[src/rtl/mem_hs_responder.sv]
// Memory-side responder for the four-phase read/write request/done handshake.
// Holds the word store and models fixed read/write access latency.
module mem_hs_responder #(
  parameter int ADDR_BITS = 6,
  parameter int DATA_BITS = 12,
  parameter int MEM_SIZE  = 64,
  parameter int RD_LAT    = 2,
  parameter int WR_LAT    = 3
) (
  input  logic                 clk,
  input  logic                 rst,
  input  logic [ADDR_BITS-1:0] addr,
  input  logic [DATA_BITS-1:0] din,
  input  logic                 read,
  input  logic                 write,
  output logic [DATA_BITS-1:0] dout,
  output logic                 read_done,
  output logic                 write_done,
  output logic                 busy,
  output logic                 err
);

  localparam int MAX_LAT  = (RD_LAT > WR_LAT) ? RD_LAT : WR_LAT;
  localparam int CNT_BITS = $clog2(MAX_LAT) + 1;
  localparam logic [CNT_BITS-1:0] RD_LOAD = CNT_BITS'(RD_LAT - 1);
  localparam logic [CNT_BITS-1:0] WR_LOAD = CNT_BITS'(WR_LAT - 1);

  typedef enum logic [2:0] {IDLE, RD_WAIT, RD_DONE, WR_WAIT, WR_DONE} state_t;

  state_t               state_reg;
  logic [CNT_BITS-1:0]  cnt_reg;
  logic [ADDR_BITS-1:0] addr_reg;
  logic [DATA_BITS-1:0] din_reg;
  logic [DATA_BITS-1:0] dout_reg;
  logic                 rd_done_reg;
  logic                 wr_done_reg;
  logic                 busy_reg;
  logic                 err_reg;
  logic [DATA_BITS-1:0] mem [MEM_SIZE];

  logic in_range;
  logic commit;

  assign in_range = {1'b0, addr_reg} < (ADDR_BITS + 1)'(MEM_SIZE);
  // Write lands on the same edge that raises write_done; an abort never commits.
  assign commit   = (state_reg == WR_WAIT) && write && (cnt_reg == '0) && in_range;

  always_ff @(posedge clk) begin
    if (rst) begin
      for (int i = 0; i < MEM_SIZE; i++) mem[i] <= '0;
    end else if (commit) begin
      mem[addr_reg] <= din_reg;
    end
  end

  always_ff @(posedge clk) begin
    if (rst) begin
      state_reg   <= IDLE;
      cnt_reg     <= '0;
      addr_reg    <= '0;
      din_reg     <= '0;
      dout_reg    <= '0;
      rd_done_reg <= 1'b0;
      wr_done_reg <= 1'b0;
      busy_reg    <= 1'b0;
      err_reg     <= 1'b0;
    end else begin
      err_reg <= 1'b0;
      case (state_reg)
        IDLE: begin
          if (read && !write) begin
            addr_reg  <= addr;
            cnt_reg   <= RD_LOAD;
            state_reg <= RD_WAIT;
            busy_reg  <= 1'b1;
          end else if (write && !read) begin
            addr_reg  <= addr;
            din_reg   <= din;
            cnt_reg   <= WR_LOAD;
            state_reg <= WR_WAIT;
            busy_reg  <= 1'b1;
          end else if (read && write) begin
            err_reg <= 1'b1;
          end
        end
        RD_WAIT: begin
          if (!read) begin
            state_reg <= IDLE;
            busy_reg  <= 1'b0;
          end else if (cnt_reg == '0) begin
            dout_reg    <= in_range ? mem[addr_reg] : '0;
            rd_done_reg <= 1'b1;
            err_reg     <= !in_range;
            state_reg   <= RD_DONE;
          end else begin
            cnt_reg <= cnt_reg - 1'b1;
          end
        end
        RD_DONE: begin
          if (!read) begin
            rd_done_reg <= 1'b0;
            state_reg   <= IDLE;
            busy_reg    <= 1'b0;
          end
        end
        WR_WAIT: begin
          if (!write) begin
            state_reg <= IDLE;
            busy_reg  <= 1'b0;
          end else if (cnt_reg == '0) begin
            wr_done_reg <= 1'b1;
            err_reg     <= !in_range;
            state_reg   <= WR_DONE;
          end else begin
            cnt_reg <= cnt_reg - 1'b1;
          end
        end
        WR_DONE: begin
          if (!write) begin
            wr_done_reg <= 1'b0;
            state_reg   <= IDLE;
            busy_reg    <= 1'b0;
          end
        end
        default: begin
          state_reg <= IDLE;
          busy_reg  <= 1'b0;
        end
      endcase
    end
  end

  assign dout       = dout_reg;
  assign read_done  = rd_done_reg;
  assign write_done = wr_done_reg;
  assign busy       = busy_reg;
  assign err        = err_reg;

endmodule
[config.mk]
export PLATFORM = sky130hd
export DESIGN_NAME = mem_hs_responder
export DESIGN_NICKNAME = d
export VERILOG_FILES = /design/src/rtl/mem_hs_responder.sv
export SDC_FILE = /design/constraint.sdc
export NUM_CORES = 1
export LEC_CHECK = 0
export CORE_AREA = 2 2 309 311
export CTS_BUF_LIST = sky130_fd_sc_hd__clkbuf_8
export DETAILED_ROUTE_END_ITERATION = 8
export DIE_AREA = 0 0 311 313
export PLACE_DENSITY = 0.65
export SETUP_SLACK_MARGIN = 0.1
export SLEW_MARGIN = 5
export SYNTH_ARGS = -nofsm -noshare
export SYNTH_HDL_FRONTEND = slang
export SYNTH_SLANG_ARGS = --single-unit
[constraint.sdc]
create_clock -name clk -period 7.1 [get_ports clk]
set_input_delay 2.13 -clock clk [delete_from_list [all_inputs] [get_ports clk]]
set_output_delay 2.13 -clock clk [all_outputs]
set_load 0.01 [all_outputs]
==> results.rst <==
.. list-table::
   :header-rows: 1

   * - Metric
     - Value
   * - Hold Vio Cnt, Final
     - 0
   * - Top FF cell, synth
     - sky130_fd_sc_hd__edfxtp_1
   * - Cell type contributing the most total cell area after synthesis
     - sky130_fd_sc_hd__edfxtp_1
   * - Skew-Pair Late Insertion Delay
     - 0.82 ns
   * - Number of nets produced by synthesis
     - 2801
   * - Maximum Capacitance Violations
     - 0
   * - Worst EP required
     - 7.58 ns
   * - Result of the run
     - finished, final reports clean
   * - Antenna viol nets, final
     - 0
   * - HPWL Detailed
     - 71600 um
   * - Warnings, synthesis
     - 0
   * - Via-per-instance ratio
     - 5.84
   * - Relative slew margins
     - 19.0%
   * - Core Area
     - 94200 um2
   * - Unrepaired setup endpoints after global routing
     - false
   * - Max Buffers Root-to-Sink
     - 3
   * - Max incr delay on CP
     - 0.66 ns
   * - Depth of the CTS H-tree
     - 4
   * - Sum of negative setup slack
     - 0 ns
   * - Cells on worst reg2reg path
     - 5
   * - Clock sinks
     - 808
   * - Multi-input gate area in the final layout
     - 12100 um2
   * - Synthesized instance count
     - 2774
   * - Vias in the first global route
     - 23394
   * - Setup Buffers After CTS
     - 0
   * - Cell area power density
     - 277 nW/um2
   * - VDD IR-drop max
     - 0.165 mV
   * - Period Utilization, post-route
     - 69.6%
   * - Post-Layout Cell Count
     - 4087
   * - Average footprint of a synthesized cell
     - 13.4 um2
   * - DRC
     - 0
   * - Sequential cell area fraction in the yosys report
     - 64.1%
   * - Routed wire length
     - 117000 um
   * - Antenna violations before repair
     - 5
   * - Die Y-Extent
     - 313 um
   * - Worst Max-Slew Pin Slew
     - 1.21 ns
   * - Cells taking the most area after synthesis
     - sky130_fd_sc_hd__edfxtp_1 (62%), sky130_fd_sc_hd__and2_1 (13%), sky130_fd_sc_hd__mux4_2 (4.2%), sky130_fd_sc_hd__mux2i_1 (3.2%), sky130_fd_sc_hd__dfxtp_1 (2.2%)
   * - Hold buffer count at cts
     - 0
   * - Clock Tree Root
     - sky130_fd_sc_hd__clkbuf_8
   * - Count of pins on the block boundary
     - 38
   * - Met2 layer usage reported by global route
     - 36.4%
   * - Highest-delay cell along the critical path
     - sky130_fd_sc_hd__nor2_1
   * - Synth top area share
     - 61.9%
   * - Remaining global-route overflow
     - 0
   * - Routed wire per std cell
     - 28.5 um
   * - Core Rows
     - 113
   * - Flip-flop count of the largest register, all copies and words added
     - 768
   * - Post-route clock skew
     - 0.0389 ns
   * - FF+latch area
     - 23900 um2
   * - Largest fanout of any net on the critical path
     - 13
   * - Clock-pin transition on the worst setup and hold timing paths
     - 0.06 ns
   * - Most Crowded Layer GR
     - met2
   * - Timing-limited maximum frequency
     - 202 MHz
   * - Time the worst path needs with I/O delays and setup
     - 4.94 ns
   * - Critical Path Source Type
     - primary input
   * - Crit path arrival time
     - 5.42 ns
   * - RePlAce Congestion
     - 0.936
   * - Post-CTS resize count
     - 0
   * - Number of enable-type register cells in the synthesized netlist
     - 768
   * - Cell breakdown of the critical path
     - clkdlybuf4s50_1 > nand3_1 > or3_1 > nor2_4 > nand2_1 > nor2_1 > or2_2
   * - Met3 usage
     - 6.81%
   * - Maximum number of pins on one net before global-route repair
     - 94
   * - Setup violators final
     - 0
   * - Count of different cell masters after synthesis
     - 69
   * - Filler Cells Inserted
     - 8396
   * - TritonCTS clock tree
     - yes
   * - Starting Density
     - 39.6%
   * - Type of the most critical hold path
     - reg -> reg
   * - Async S/R FF share, synth
     - 0%
   * - Share of post-route cells with drive strength above 1
     - 14.3%
   * - Sort of element at the end of the critical path
     - flop
   * - Type of the setup path with the least slack
     - in -> reg
   * - Post-synthesis sequential element count
     - 808
   * - Combined global-route utilization of all metal layers
     - 23.6%
   * - Post-Synthesis Cell Area
     - 37200 um2
   * - Total via count after detailed routing
     - 23858
   * - Number of pins with negative max-slew slack in the final report
     - 0
   * - Met1 Resource Use GR
     - 30.6%
   * - Drt first-iter violations
     - 3811
   * - Global-route wire length before repair
     - 165000 um
   * - Placed instance count
     - 3844
   * - Die Span X
     - 311 um
   * - Total Die Area
     - 97300 um2
   * - Final net count
     - 2743
   * - Area overhead of the layout relative to synthesis
     - 10.1%
   * - Port Buffer Count
     - 37
   * - Static Leak
     - 14.4 nW
   * - WHS Path Cells
     - 2
   * - Number of detailed-route iterations in the first pass
     - 5
   * - Final Total Pwr
     - 11.4 mW
   * - Num CTS Buffers
     - 135
==> critical path: cells and delay by family <==
kind          cells  cell delay (ns)
simple gates      6             2.66
buf+inv           1             0.61
==> per-layer routing <==
| metal | vias to the layer above | share of wire (%) |
|---|---|---|
| met5 | - | 0.025 |
| met4 | 4 | 4.9 |
| met3 | 317 | 13 |
| met2 | 1776 | 45 |
| met1 | 11760 | 37 |
| li1 | 10001 | - |
==> synthesized netlist by cell type, types with 3 or more instances <==
cell and number:
sky130_fd_sc_hd__dfxtp_1 40, sky130_fd_sc_hd__clkbuf_1 125, sky130_fd_sc_hd__a22o_1 7, sky130_fd_sc_hd__o211a_1 3
sky130_fd_sc_hd__o211ai_1 4, sky130_fd_sc_hd__ha_1 5, sky130_fd_sc_hd__a22oi_1 77, sky130_fd_sc_hd__inv_1 6
sky130_fd_sc_hd__o21ai_0 48, sky130_fd_sc_hd__mux2_2 14, sky130_fd_sc_hd__a31oi_1 8, sky130_fd_sc_hd__and2_1 773
sky130_fd_sc_hd__o22a_1 6, sky130_fd_sc_hd__nor3_1 18, sky130_fd_sc_hd__nor2_1 136, sky130_fd_sc_hd__mux2i_1 119
sky130_fd_sc_hd__a221o_1 4, sky130_fd_sc_hd__nor2b_1 8, sky130_fd_sc_hd__mux4_2 70, sky130_fd_sc_hd__edfxtp_1 768
sky130_fd_sc_hd__o31a_1 3, sky130_fd_sc_hd__or2_2 65, sky130_fd_sc_hd__nand2_1 68, sky130_fd_sc_hd__nor4_1 4
sky130_fd_sc_hd__a21oi_1 60, sky130_fd_sc_hd__buf_2 114, sky130_fd_sc_hd__o22ai_1 19, sky130_fd_sc_hd__a221oi_1 84
sky130_fd_sc_hd__a32oi_1 4, sky130_fd_sc_hd__nand3_1 18, sky130_fd_sc_hd__a311oi_1 7, sky130_fd_sc_hd__or3_1 4
sky130_fd_sc_hd__buf_4 18, sky130_fd_sc_hd__nand2b_1 5, sky130_fd_sc_hd__nand3b_1 3, sky130_fd_sc_hd__a211oi_1 10
sky130_fd_sc_hd__buf_1 5, sky130_fd_sc_hd__buf_6 6, sky130_fd_sc_hd__and3_1 3
==> final timing paths <==
path | endpoint | slack [ns] | from
max | mem[54][8] | 2.16 | write
min | busy | 0.49 | busy
max reg2reg | mem[36][7] | 2.89 | addr_reg[1]
min reg2reg | busy | 0.49 | busy
==> kinds of logic after synthesis <==
kind of cell             count (synthesis)  synth area share [%]
AND/OR/NAND/NOR                       1123                  17.5
flip-flops                             808                  64.1
AO/OA/AOI/OAI                          359                  6.90
buffers and inverters                  275                  3.46
multiplexers                           203                  7.85
adder cells (fa/ha/maj)                  5                 0.168
XOR/XNOR                                 1                0.0235
==> layout by cell type (no fill, tap or decap), types with 5 or more instances in the layout <==
cell | Yosys | final
sky130_fd_sc_hd__a211oi_1 | 10 | 10
sky130_fd_sc_hd__a21oi_1 | 60 | 60
sky130_fd_sc_hd__a221oi_1 | 84 | 84
sky130_fd_sc_hd__a22o_1 | 7 | 7
sky130_fd_sc_hd__a22oi_1 | 77 | 77
sky130_fd_sc_hd__a311oi_1 | 7 | 7
sky130_fd_sc_hd__a31oi_1 | 8 | 8
sky130_fd_sc_hd__and2_1 | 773 | 773
sky130_fd_sc_hd__buf_4 | 18 | 36
sky130_fd_sc_hd__bufinv_16 | 0 | 11
sky130_fd_sc_hd__clkbuf_8 | 0 | 137
sky130_fd_sc_hd__clkdlybuf4s50_1 | 0 | 36
sky130_fd_sc_hd__clkinv_1 | 0 | 21
sky130_fd_sc_hd__clkinv_2 | 0 | 16
sky130_fd_sc_hd__dfxtp_1 | 40 | 25
sky130_fd_sc_hd__dfxtp_4 | 0 | 15
sky130_fd_sc_hd__edfxtp_1 | 768 | 768
sky130_fd_sc_hd__ha_1 | 5 | 5
sky130_fd_sc_hd__inv_1 | 6 | 45
sky130_fd_sc_hd__inv_6 | 0 | 5
sky130_fd_sc_hd__inv_8 | 0 | 5
sky130_fd_sc_hd__mux2_2 | 14 | 14
sky130_fd_sc_hd__mux2i_1 | 119 | 119
sky130_fd_sc_hd__mux4_2 | 70 | 70
sky130_fd_sc_hd__nand2_1 | 68 | 68
sky130_fd_sc_hd__nand2b_1 | 5 | 5
sky130_fd_sc_hd__nand3_1 | 18 | 18
sky130_fd_sc_hd__nor2_1 | 136 | 134
sky130_fd_sc_hd__nor3_1 | 18 | 18
sky130_fd_sc_hd__o21ai_0 | 48 | 48
sky130_fd_sc_hd__o22a_1 | 6 | 6
sky130_fd_sc_hd__o22ai_1 | 19 | 19
sky130_fd_sc_hd__or2_2 | 65 | 65
==> area by class of cell <==
class	count	area share, %
sequential	808	58.3
multi-input combinational	1691	29.6
clock buffer	137	4.60
tap	1265	3.86
clock inverter	104	2.00
timing repair buffer	73	1.59
inverter	7	0.0641
antenna	2	0.0122
==> metrics by stage <==
stage	cell area (um2)	setup slack (ns)	hold slack [ns]	utilization [%]
after floorplan	37200	3.39	0.487	-
after global placement	38300	1.54	0.475	40.7
after detailed placement	38300	1.41	0.477	40.7
after CTS	41000	2.17	0.485	43.6
after global routing	41000	2.06	0.511	43.6
final	41000	2.16	0.494	43.6
==> where the power goes <==
part,switching [mW],internal [mW]
logic,1.04,0.471
clock network,2.00,2.24
registers,0.239,5.38
total,3.28,8.09
(Power assumes the default switching activity.)
